[src/rtl/eth_tx_arbiter_if.sv]
// Handshake and GMII bundle between the transmit sources and eth_tx_arbiter.
// master: arbiter side; slave: source / MAC side.
interface eth_tx_arbiter_if;
   logic [2:0]  req;
   logic [2:0]  grant;
   logic [2:0]  done;
   logic [2:0]  src_tx_en;
   logic [23:0] src_txd;
   logic        gmii_tx_en;
   logic [7:0]  gmii_txd;
   logic        busy;
   logic [1:0]  cur_src;
   logic        timeout_err;

   modport master (
      input  req, done, src_tx_en, src_txd,
      output grant, gmii_tx_en, gmii_txd, busy, cur_src, timeout_err
   );

   modport slave (
      output req, done, src_tx_en, src_txd,
      input  grant, gmii_tx_en, gmii_txd, busy, cur_src, timeout_err
   );
endinterface

[src/rtl/eth_tx_arbiter.sv]
// Round-robin GMII transmit arbiter for ARP / UDP / ICMP frame sources.
// One owner at a time drives GMII through a one-cycle register stage; a
// watchdog aborts stuck frames and an inter-frame gap is enforced on exit.
module eth_tx_arbiter #(
   parameter int unsigned IFG_CYCLES     = 12,
   parameter int unsigned TIMEOUT_CYCLES = 4096
) (
   input logic              clk,
   input logic              rst,
   eth_tx_arbiter_if.master bus
);
   localparam logic [7:0]  IfgLimit     = 8'(IFG_CYCLES);
   localparam logic [15:0] TimeoutLimit = 16'(TIMEOUT_CYCLES);
   localparam logic [1:0]  SrcNone      = 2'b11;
   localparam logic [1:0]  SrcIcmp      = 2'd2;

   typedef enum logic [1:0] {StIdle, StGrant, StActive, StIfg} state_e;

   state_e      state;
   logic [1:0]  last_src;
   logic [1:0]  winner;
   logic [15:0] wdog_cnt;
   logic [15:0] wdog_next;
   logic [7:0]  gap_cnt;
   logic [7:0]  gap_next;
   logic        own_en;
   logic        own_done;
   logic [7:0]  own_txd;

   assign wdog_next = wdog_cnt + 16'd1;
   assign gap_next  = gap_cnt + 8'd1;

   // Round-robin pick: search starts at the source after last_src.
   always_comb begin
      winner = 2'd0;
      case (last_src)
         2'd0: begin
            if (bus.req[1])      winner = 2'd1;
            else if (bus.req[2]) winner = 2'd2;
            else                 winner = 2'd0;
         end
         2'd1: begin
            if (bus.req[2])      winner = 2'd2;
            else if (bus.req[0]) winner = 2'd0;
            else                 winner = 2'd1;
         end
         default: begin
            if (bus.req[0])      winner = 2'd0;
            else if (bus.req[1]) winner = 2'd1;
            else                 winner = 2'd2;
         end
      endcase
   end

   // Owner mux: only the current owner's enable, data and done are visible.
   always_comb begin
      own_en   = 1'b0;
      own_done = 1'b0;
      own_txd  = 8'h00;
      case (bus.cur_src)
         2'd0: begin
            own_en   = bus.src_tx_en[0];
            own_done = bus.done[0];
            own_txd  = bus.src_txd[7:0];
         end
         2'd1: begin
            own_en   = bus.src_tx_en[1];
            own_done = bus.done[1];
            own_txd  = bus.src_txd[15:8];
         end
         2'd2: begin
            own_en   = bus.src_tx_en[2];
            own_done = bus.done[2];
            own_txd  = bus.src_txd[23:16];
         end
         default: begin
            own_en   = 1'b0;
            own_done = 1'b0;
            own_txd  = 8'h00;
         end
      endcase
   end

   // Arbitration FSM; every output is registered here.
   always_ff @(posedge clk) begin
      if (rst) begin
         state           <= StIdle;
         last_src        <= SrcIcmp;
         wdog_cnt        <= 16'd0;
         gap_cnt         <= 8'd0;
         bus.grant       <= 3'b000;
         bus.gmii_tx_en  <= 1'b0;
         bus.gmii_txd    <= 8'h00;
         bus.busy        <= 1'b0;
         bus.cur_src     <= SrcNone;
         bus.timeout_err <= 1'b0;
      end else begin
         bus.grant       <= 3'b000;
         bus.timeout_err <= 1'b0;
         bus.gmii_tx_en  <= 1'b0;
         bus.gmii_txd    <= 8'h00;
         case (state)
            StIdle: begin
               if (|bus.req) begin
                  state       <= StGrant;
                  last_src    <= winner;
                  bus.cur_src <= winner;
                  bus.grant   <= 3'b001 << winner;
                  bus.busy    <= 1'b1;
               end
            end
            StGrant: begin
               state    <= StActive;
               wdog_cnt <= 16'd0;
               gap_cnt  <= 8'd0;
            end
            StActive: begin
               // The done cycle still forwards its byte; an abort cuts GMII at once.
               bus.gmii_tx_en <= own_en;
               bus.gmii_txd   <= own_txd;
               if (own_done) begin
                  state   <= StIfg;
                  gap_cnt <= 8'd0;
               end else if (wdog_next == TimeoutLimit) begin
                  state           <= StIfg;
                  gap_cnt         <= 8'd0;
                  bus.timeout_err <= 1'b1;
                  bus.gmii_tx_en  <= 1'b0;
                  bus.gmii_txd    <= 8'h00;
               end else begin
                  wdog_cnt <= wdog_next;
               end
            end
            StIfg: begin
               // Gap only counts while the owner is really silent.
               if (own_en) begin
                  gap_cnt <= 8'd0;
               end else if (gap_next == IfgLimit) begin
                  state       <= StIdle;
                  gap_cnt     <= 8'd0;
                  bus.busy    <= 1'b0;
                  bus.cur_src <= SrcNone;
               end else begin
                  gap_cnt <= gap_next;
               end
            end
            default: begin
               state <= StIdle;
            end
         endcase
      end
   end
endmodule

[src/flat_wrapper.sv]
// flat-port wrapper written by rule: the top's interface ports become plain ports
module eth_tx_arbiter_flat 
#(
   parameter int unsigned IFG_CYCLES     = 12,
   parameter int unsigned TIMEOUT_CYCLES = 4096
)
  (clk, rst, bus_req, bus_done, bus_src_tx_en, bus_src_txd, bus_grant, bus_gmii_tx_en, bus_gmii_txd, bus_busy, bus_cur_src, bus_timeout_err);
  eth_tx_arbiter_if bus_i ();
  input logic clk;
  input logic rst;
  input wire logic [$bits(bus_i.req)-1:0] bus_req;
  input wire logic [$bits(bus_i.done)-1:0] bus_done;
  input wire logic [$bits(bus_i.src_tx_en)-1:0] bus_src_tx_en;
  input wire logic [$bits(bus_i.src_txd)-1:0] bus_src_txd;
  output wire logic [$bits(bus_i.grant)-1:0] bus_grant;
  output wire logic [$bits(bus_i.gmii_tx_en)-1:0] bus_gmii_tx_en;
  output wire logic [$bits(bus_i.gmii_txd)-1:0] bus_gmii_txd;
  output wire logic [$bits(bus_i.busy)-1:0] bus_busy;
  output wire logic [$bits(bus_i.cur_src)-1:0] bus_cur_src;
  output wire logic [$bits(bus_i.timeout_err)-1:0] bus_timeout_err;
  assign bus_i.req = bus_req;
  assign bus_i.done = bus_done;
  assign bus_i.src_tx_en = bus_src_tx_en;
  assign bus_i.src_txd = bus_src_txd;
  assign bus_grant = bus_i.grant;
  assign bus_gmii_tx_en = bus_i.gmii_tx_en;
  assign bus_gmii_txd = bus_i.gmii_txd;
  assign bus_busy = bus_i.busy;
  assign bus_cur_src = bus_i.cur_src;
  assign bus_timeout_err = bus_i.timeout_err;
  eth_tx_arbiter #(.IFG_CYCLES(IFG_CYCLES), .TIMEOUT_CYCLES(TIMEOUT_CYCLES)) u_core (.clk(clk), .rst(rst), .bus(bus_i));
endmodule
[config.mk]
export PLATFORM = sky130hd
export DESIGN_NAME = eth_tx_arbiter_flat
export DESIGN_NICKNAME = d
export VERILOG_FILES = /design/src/rtl/eth_tx_arbiter_if.sv /design/src/rtl/eth_tx_arbiter.sv /design/src/flat_wrapper.sv
export SDC_FILE = /design/constraint.sdc
export NUM_CORES = 1
export LEC_CHECK = 0
export CAP_MARGIN = 20
export CORE_MARGIN = 1.5
export CORE_UTILIZATION = 35
export CTS_CLUSTER_DIAMETER = 200
export DETAILED_ROUTE_END_ITERATION = 10
export GPL_ROUTABILITY_DRIVEN = 0
export PLACE_DENSITY_LB_ADDON = 0.05
export SETUP_SLACK_MARGIN = 0.4
export SLEW_MARGIN = 20
export SYNTH_ARGS = -nofsm -noshare
export SYNTH_HDL_FRONTEND = slang
export SYNTH_SLANG_ARGS = --single-unit
[constraint.sdc]
create_clock -name clk -period 5.7 [get_ports clk]
set_input_delay 0.57 -clock clk [delete_from_list [all_inputs] [get_ports clk]]
set_output_delay 0.57 -clock clk [all_outputs]
set_load 0.01 [all_outputs]
==> results of run 1 <==
power by group through the flow:
stage	sequential (uW)	combinational (uW)	clock, uW
after detailed placement	387	358	0
after floorplan	368	255	0
final	379	355	236
after global routing	385	398	260
after global placement	386	360	0
after CTS	379	359	247
layout make-up:
cell class / count / area (um2)
clock buffers: 6 / 72.6
clock inverters: 2 / 35.0
fillers: 673 / 3710
inverters: 7 / 26.3
multi-input cells: 236 / 1590
flip-flops and latches: 44 / 881
well taps: 96 / 120
repair buffers: 51 / 508
Yosys cell counts (all sizes together) (5+ instances only):
cell	instances
nand3	7
a211o	8
nand2	26
nor2	35
nand2b	5
inv	7
nor4	8
dfxtp	44
ha	6
buf	8
mux2i	17
nor3	8
o21ai	11
mux2	5
and3	15
clkbuf	6
a21oi	15
nand4	6
state kept, by name, indices dropped and copies added, names as in the netlist, 2 cells and up:
name,cells
u_core.bus.cur_src,2
u_core.bus.gmii_txd,8
u_core.bus.grant,3
u_core.gap_cnt,8
u_core.last_src,2
u_core.state,2
u_core.wdog_cnt,16
per-stage QoR:
stage / worst slack [ns] / hold slack [ns] / utilization, %
6_report: 2.34 / 0.476 / 46.5
5_1_grt: 2.05 / 0.511 / 46.5
4_1_cts: 2.31 / 0.480 / 46.5
3_5_place_dp: 2.32 / 0.467 / 45.0
3_3_place_gp: 2.43 / 0.461 / 45.0
2_1_floorplan: 2.97 / 0.471 / -
layout by cell type (no fill, tap or decap), types with 6 or more instances in the layout:
master           count
a21oi_1             15
nor2_1              35
mux2i_1             17
ha_1                 6
inv_1                7
clkdlybuf4s50_1     50
nor3_1               8
a211o_1              8
o21ai_0              8
nor4_1               6
dfxtp_1             44
nand2_1             26
and3_1              14
nand3_1              6
cells by family after synthesis:
logic type	count (synthesis)
AO/OA/AOI/OAI	69
flip-flops	44
adder cells (fa/ha/maj)	6
AND/OR/NAND/NOR	132
multiplexers	22
XOR/XNOR	7
buffers and inverters	21
worst register-to-register path, cell delays in order, from the launching register on:
cell and delay (ns):
dfxtp_1 0.47, ha_1 0.29, nand3_2 0.17, nor3_1 0.37, mux2_2 0.41, nor4_2 0.42, a21oi_1 0.16, nor2_1 0.73
mux2_2 0.29
how the worst max path moves through the flow:
stage                         end  slack [ns]  depth (start not counted)                from
3_5_place_dp   u_core.wdog_cnt[0]        2.32                          8  u_core.wdog_cnt[1]
3_3_place_gp   u_core.wdog_cnt[0]        2.43                          8  u_core.wdog_cnt[0]
6_report       u_core.wdog_cnt[0]        2.34                          8  u_core.wdog_cnt[0]
5_1_grt        u_core.wdog_cnt[0]        2.05                          8  u_core.wdog_cnt[1]
2_1_floorplan   u_core.gap_cnt[4]        2.97                          8  u_core.wdog_cnt[0]
4_1_cts        u_core.wdog_cnt[0]        2.31                          8  u_core.wdog_cnt[0]
per-layer routing:
| layer | share of wire [%] | up-vias | routed length, um |
|---|---|---|---|
| met5 | 0 | - | 0 |
| met4 | 1.3 | 0 | 84 |
| met3 | 5.2 | 11 | 332 |
| met2 | 44 | 65 | 2800 |
| met1 | 50 | 1125 | 3200 |
| li1 | - | 1194 | - |
==> run_results.csv, run 1 <==
group,metric,value,unit
yosys,syn_area_per_cell,8.49,um2
layout,num-nets-final,386,
sta,setup_viol,0,
routing,vias,2395,
setup_path,crit_buf_inv,0,
yosys,async_flop_share,0,%
setup_path,crit_type,"flop to flop",
setup_path,cpPeakStageDelay,0.73,ns
clocking,cts_sinks,44,
yosys,synth_edf_count,0,
clocking,post_cts_buffers,0,
layout,fin_area,0.00323,mm2
outcome,status,"completed",
yosys,synth_xor_area_share,2.40,%
power_and_ir_drop,pwr-share-seq,39.1,%
die,io_pins,51,
global_routing,grt_use_met1,22.9,%
job,max_cap_violations,0,
global_routing,busiest_layer,"met2",
layout,areaGrowthSynthToFinish,26.4,%
setup_path,crit_path_cell_trace,"ha_1, nand3_2, nor3_1, mux2_2, nor4_2, a21oi_1, nor2_1, mux2_2",
setup_path,end_kind,"flop",
sta,drv_slew,0,
routing,firstDrtPassIters,4,
setup_path,r2r_end,"u_core.wdog_cnt[0]",
clocking,htree_levels,2,
die,start_util,36.8,%
power_and_ir_drop,leakage,0.00128,uW
place,dp.cells,434,
power_and_ir_drop,p_per_area,300,mW/mm2
sta,worstMarginPinSlew,0.907,ns
die,num_rows,30,
die,die_w,88.4,um
setup_path,worstPathRequired,5.93,ns
routing,drt-initial-drc-count,88,
clocking,cts_buffers,5,
setup_path,critPathSlowestCell,"nor2_1",
setup_path,r2r_slack,2.34,ns
power_and_ir_drop,p_sw,340,uW
hold_path,min_to,"u_core.bus.busy",
yosys,synth_ff_type,"dfxtp_1",
global_routing,grt_start_max_net_pins,20,
yosys,synth_area_leaders,"dfxtp_1, mux2i_1, nor2_1",
global_routing,grt_pass1_wl,10400,um
yosys,synth_fa_ha_area_share,2.94,%
setup_path,cp_common_cell,"mux2_2",
yosys,muxShareOfSynthArea,8.86,%
setup_path,critical_path.top_delay_family,"simple AND/OR/NAND/NOR gates",
setup_path,worstPathMaxFanout,12,
power_and_ir_drop,ir_drop,0.186,mV
global_routing,use_met3,3.54,%
routing,wire_per_inst,14.5,um
power_and_ir_drop,swShare,35.1,%
die,die_area,0.00782,mm2
setup_path,r2r_start,"u_core.wdog_cnt[0]",
sta,skew,0.0101,ns
yosys,synth_compound_area_share,20.5,%
clocking,cts.clk_slew.worst_paths,0.09,ns
yosys,synth_cell_types,55,
yosys,netlist_instances,301,
global_routing,overflow,0,
hold_path,worst_hold_path_type,"flop to flop",
clocking,cts_root_buffer,"clkbuf_8",
yosys,synth_top_area_cell,"dfxtp_1",
power_and_ir_drop,power.total,970,uW
sta,rsz0062_at_grt,"no",
clocking,cts_tree,"built",
sta,slew_headroom,39.3,%
clocking,worstSkewPairLatency,0.29,ns
yosys,synth-simple-area-share,27.4,%
layout,diodes,0,
global_routing,grt_pass1_vias,2226,
sta,fmax,0.298,GHz
place,portBuffers,50,
sta,tns,0,ns
yosys,synth_top_family_by_area,"simple AND/OR/NAND/NOR gates",
hold_path,holdPathStages,2,
power_and_ir_drop,p_comb_share,36.6,%
sta,period_minus_slack,3.36,ns
yosys,yosysSeqAreaShare,34.5,%
setup_path,reg2regPathDepth,8,
yosys,syn-num-nets,342,
hold_path,min_from,"u_core.bus.busy",
power_and_ir_drop,pwr-share-clk,24.3,%
yosys,synth_warnings,0,
global_routing,antenna_found_initial,0,
routing,viasPerCell,5.42,
sta,finalHoldViolations,0,
yosys,ys_ff_latch,44,
layout,drive_above_1_share,8.09,%
die,core,0.00694,mm2
clocking,ctsResizeCount,0,
routing,antenna_left,0,
layout,fin_cells,442,
clocking,hold_buffers,0,
place,dpl_cell_area,0.00312,mm2
setup_path,critical_path_arrival,3.59,ns
routing,drcViolationCount,0,
power_and_ir_drop,power.internal,629,uW
global_routing,grt_util_met2,26.7,%
place,dp_hpwl,4720,um
setup_path,startpoint_type,"flop",
routing,drt-total-wl,6420,um
global_routing,grt_usage,16.8,%
yosys,synth_top_area_share,34.5,%
clocking,clockBufferDepth,2,
sta,fin_crit_sh,59.0,%
yosys,syn_area,0.00255,mm2
die,die_h,88.4,um
Power figures use the tool's default switching activity.
==> run 2: changes to the inputs <==
clock period = 3.5 ns   (was 5.7 ns; I/O delays follow)
==> run 2 against run 1 <==
  * Worst setup slack lost 1.8 ns
  * Critical path type unchanged
  * Sequential share of layout area shrank 1.1 points
  * Worst hold slack gained 0.0025 ns
  * Maximum frequency grew 14%
  * Critical endpoint is now u_core.gap_cnt[7]
  * Largest power group is now combinational cells
  * Routed wire length grew 1.0%
==> run_results.csv, run 2 (synthesis results as in run 1) <==
group,metric,value,unit
die,start_util,36.8,%
die,die_w,88.4,um
sta,skew,0.00312,ns
routing,drt-initial-drc-count,128,
setup_path,r2r_start,"u_core.wdog_cnt[0]",
sta,drv_slew,0,
job,max_cap_violations,0,
global_routing,grt_pass1_vias,2225,
power_and_ir_drop,p_comb_share,38.4,%
layout,largest_register_ff_count,16,
sta,rsz0062_at_grt,"no",
place,dp_hpwl,4780,um
global_routing,grt_usage,17.7,%
setup_path,cpPeakStageDelay,0.60,ns
routing,drt-total-wl,6490,um
power_and_ir_drop,power.internal,1230,uW
power_and_ir_drop,swShare,32.1,%
layout,mostFrequentLayoutCell,"clkdlybuf4s50_1",
setup_path,worstPathMaxFanout,10,
hold_path,worst_hold_path_type,"flop to flop",
clocking,htree_levels,2,
routing,viasPerCell,5.24,
sta,fmax,0.340,GHz
routing,wire_per_inst,14.4,um
global_routing,antenna_found_initial,0,
die,num_rows,30,
clocking,cts_buffers,5,
clocking,cts_tree,"built",
layout,areaGrowthSynthToFinish,31.9,%
clocking,worstSkewPairLatency,0.30,ns
power_and_ir_drop,ir_drop,0.243,mV
setup_path,crit_type,"flop to flop",
hold_path,min_from,"u_core.bus.busy",
sta,slew_headroom,49.4,%
clocking,clockBufferDepth,2,
die,io_pins,51,
setup_path,startpoint,"u_core.wdog_cnt[0]",
routing,firstDrtPassIters,4,
clocking,cts.clk_slew.worst_paths,0.09,ns
die,die_h,88.4,um
layout,top_register,"u_core.wdog_cnt",
sta,fin_crit_sh,84.0,%
routing,vias,2353,
power_and_ir_drop,p_sw,583,uW
power_and_ir_drop,leakage,0.00134,uW
routing,drcViolationCount,0,
global_routing,overflow,0,
sta,finalHoldViolations,0,
setup_path,startpoint_type,"flop",
layout,top_regs,"u_core.wdog_cnt (16), u_core.bus.gmii_txd (8), u_core.gap_cnt (8)",
place,portBuffers,50,
layout,regArea,882,um2
layout,n_fill_cell,661,
sta,setup_viol,0,
power_and_ir_drop,pwr-share-seq,31.9,%
layout,final_cell_mix,"clkdlybuf4s50_1, dfxtp_1, nor2_1, nand2_1, mux2i_1",
setup_path,critPathSlowestCell,"or4_4",
layout,multi_input_area,0.00161,mm2
power_and_ir_drop,p_per_area,539,mW/mm2
setup_path,crit_path_cell_trace,"ha_2, nand3_2, nor4_1, o2111ai_1, or4_4, o31ai_4, buf_12, and3_4, a32o_1",
layout,drive_above_1_share,11.9,%
outcome,status,"completed",
power_and_ir_drop,power.total,1820,uW
setup_path,end_kind,"flop",
die,core,0.00694,mm2
setup_path,critical_path_arrival,3.19,ns
routing,antenna_left,0,
setup_path,worstPathRequired,3.75,ns
clocking,cts_sinks,44,
layout,num-nets-final,393,
clocking,cts_root_buffer,"clkbuf_8",
global_routing,grt_pass1_wl,10800,um
layout,diodes,0,
sta,tns,0,ns
sta,period_minus_slack,2.94,ns
die,die_area,0.00782,mm2
sta,worstMarginPinSlew,0.752,ns
power_and_ir_drop,pwr-share-clk,29.7,%
global_routing,grt_start_max_net_pins,19,
[run 2: final timing paths]
check,end,slack (ns),cells after the start
worst max-delay path,u_core.gap_cnt[7],0.56,9
worst min-delay path,u_core.bus.busy,0.48,2
worst max register to register,u_core.gap_cnt[7],0.56,9
worst min register to register,u_core.bus.busy,0.48,2
[run 2: layout make-up]
class                      instances  area share (%)
multi-input combinational        236            47.8
sequential                        44            26.2
timing repair buffer              58            17.0
tap                               96            3.56
clock inverter                     3            2.67
clock buffer                       5            2.04
inverter                           7           0.780
[run 2: worst max-delay path: cells and delay by family (launching register included)]
| kind | cells | cell delay (ns) |
|---|---|---|
| AND/OR/NAND/NOR | 4 | 1.28 |
| AO/OA/AOI/OAI | 3 | 0.69 |
| adder cells (fa/ha/maj) | 1 | 0.27 |
| flip-flops | 1 | 0.47 |
| buffers and inverters | 1 | 0.16 |
[run 2: power by group through the flow]
stage	logic [uW]	clock network, uW	registers (uW)
after floorplan	416	0	600
after global placement	665	0	590
after detailed placement	667	0	592
after CTS	702	561	581
after global routing	778	576	588
final	698	539	580
[run 2: per-layer routing]
layer / part of all wire [%] / track usage [%]
met5: 0 / 0
met4: 1.0 / 5.97
met3: 4.8 / 3.17
met2: 43 / 27.5
met1: 51 / 24.8
[run 2: stage by stage]
stage	setup slack, ns	hold slack, ns	cells	cell area [um2]	util [%]
finish	0.562	0.479	449	3370	48.5
global placement	0.496	0.460	440	3170	45.6
CTS	0.421	0.480	449	3350	48.2
global route	0.398	0.501	449	3370	48.5
floorplan	0.774	0.471	301	2550	-
detailed placement	0.391	0.466	440	3170	45.6
[run 2: timing repair]
action                                  CTS  global route
hold buffers                              0             0
setup buffers                             1             0
endpoints found under the setup margin    3            30
resized for setup                         0             7
pin swaps                                 1             0
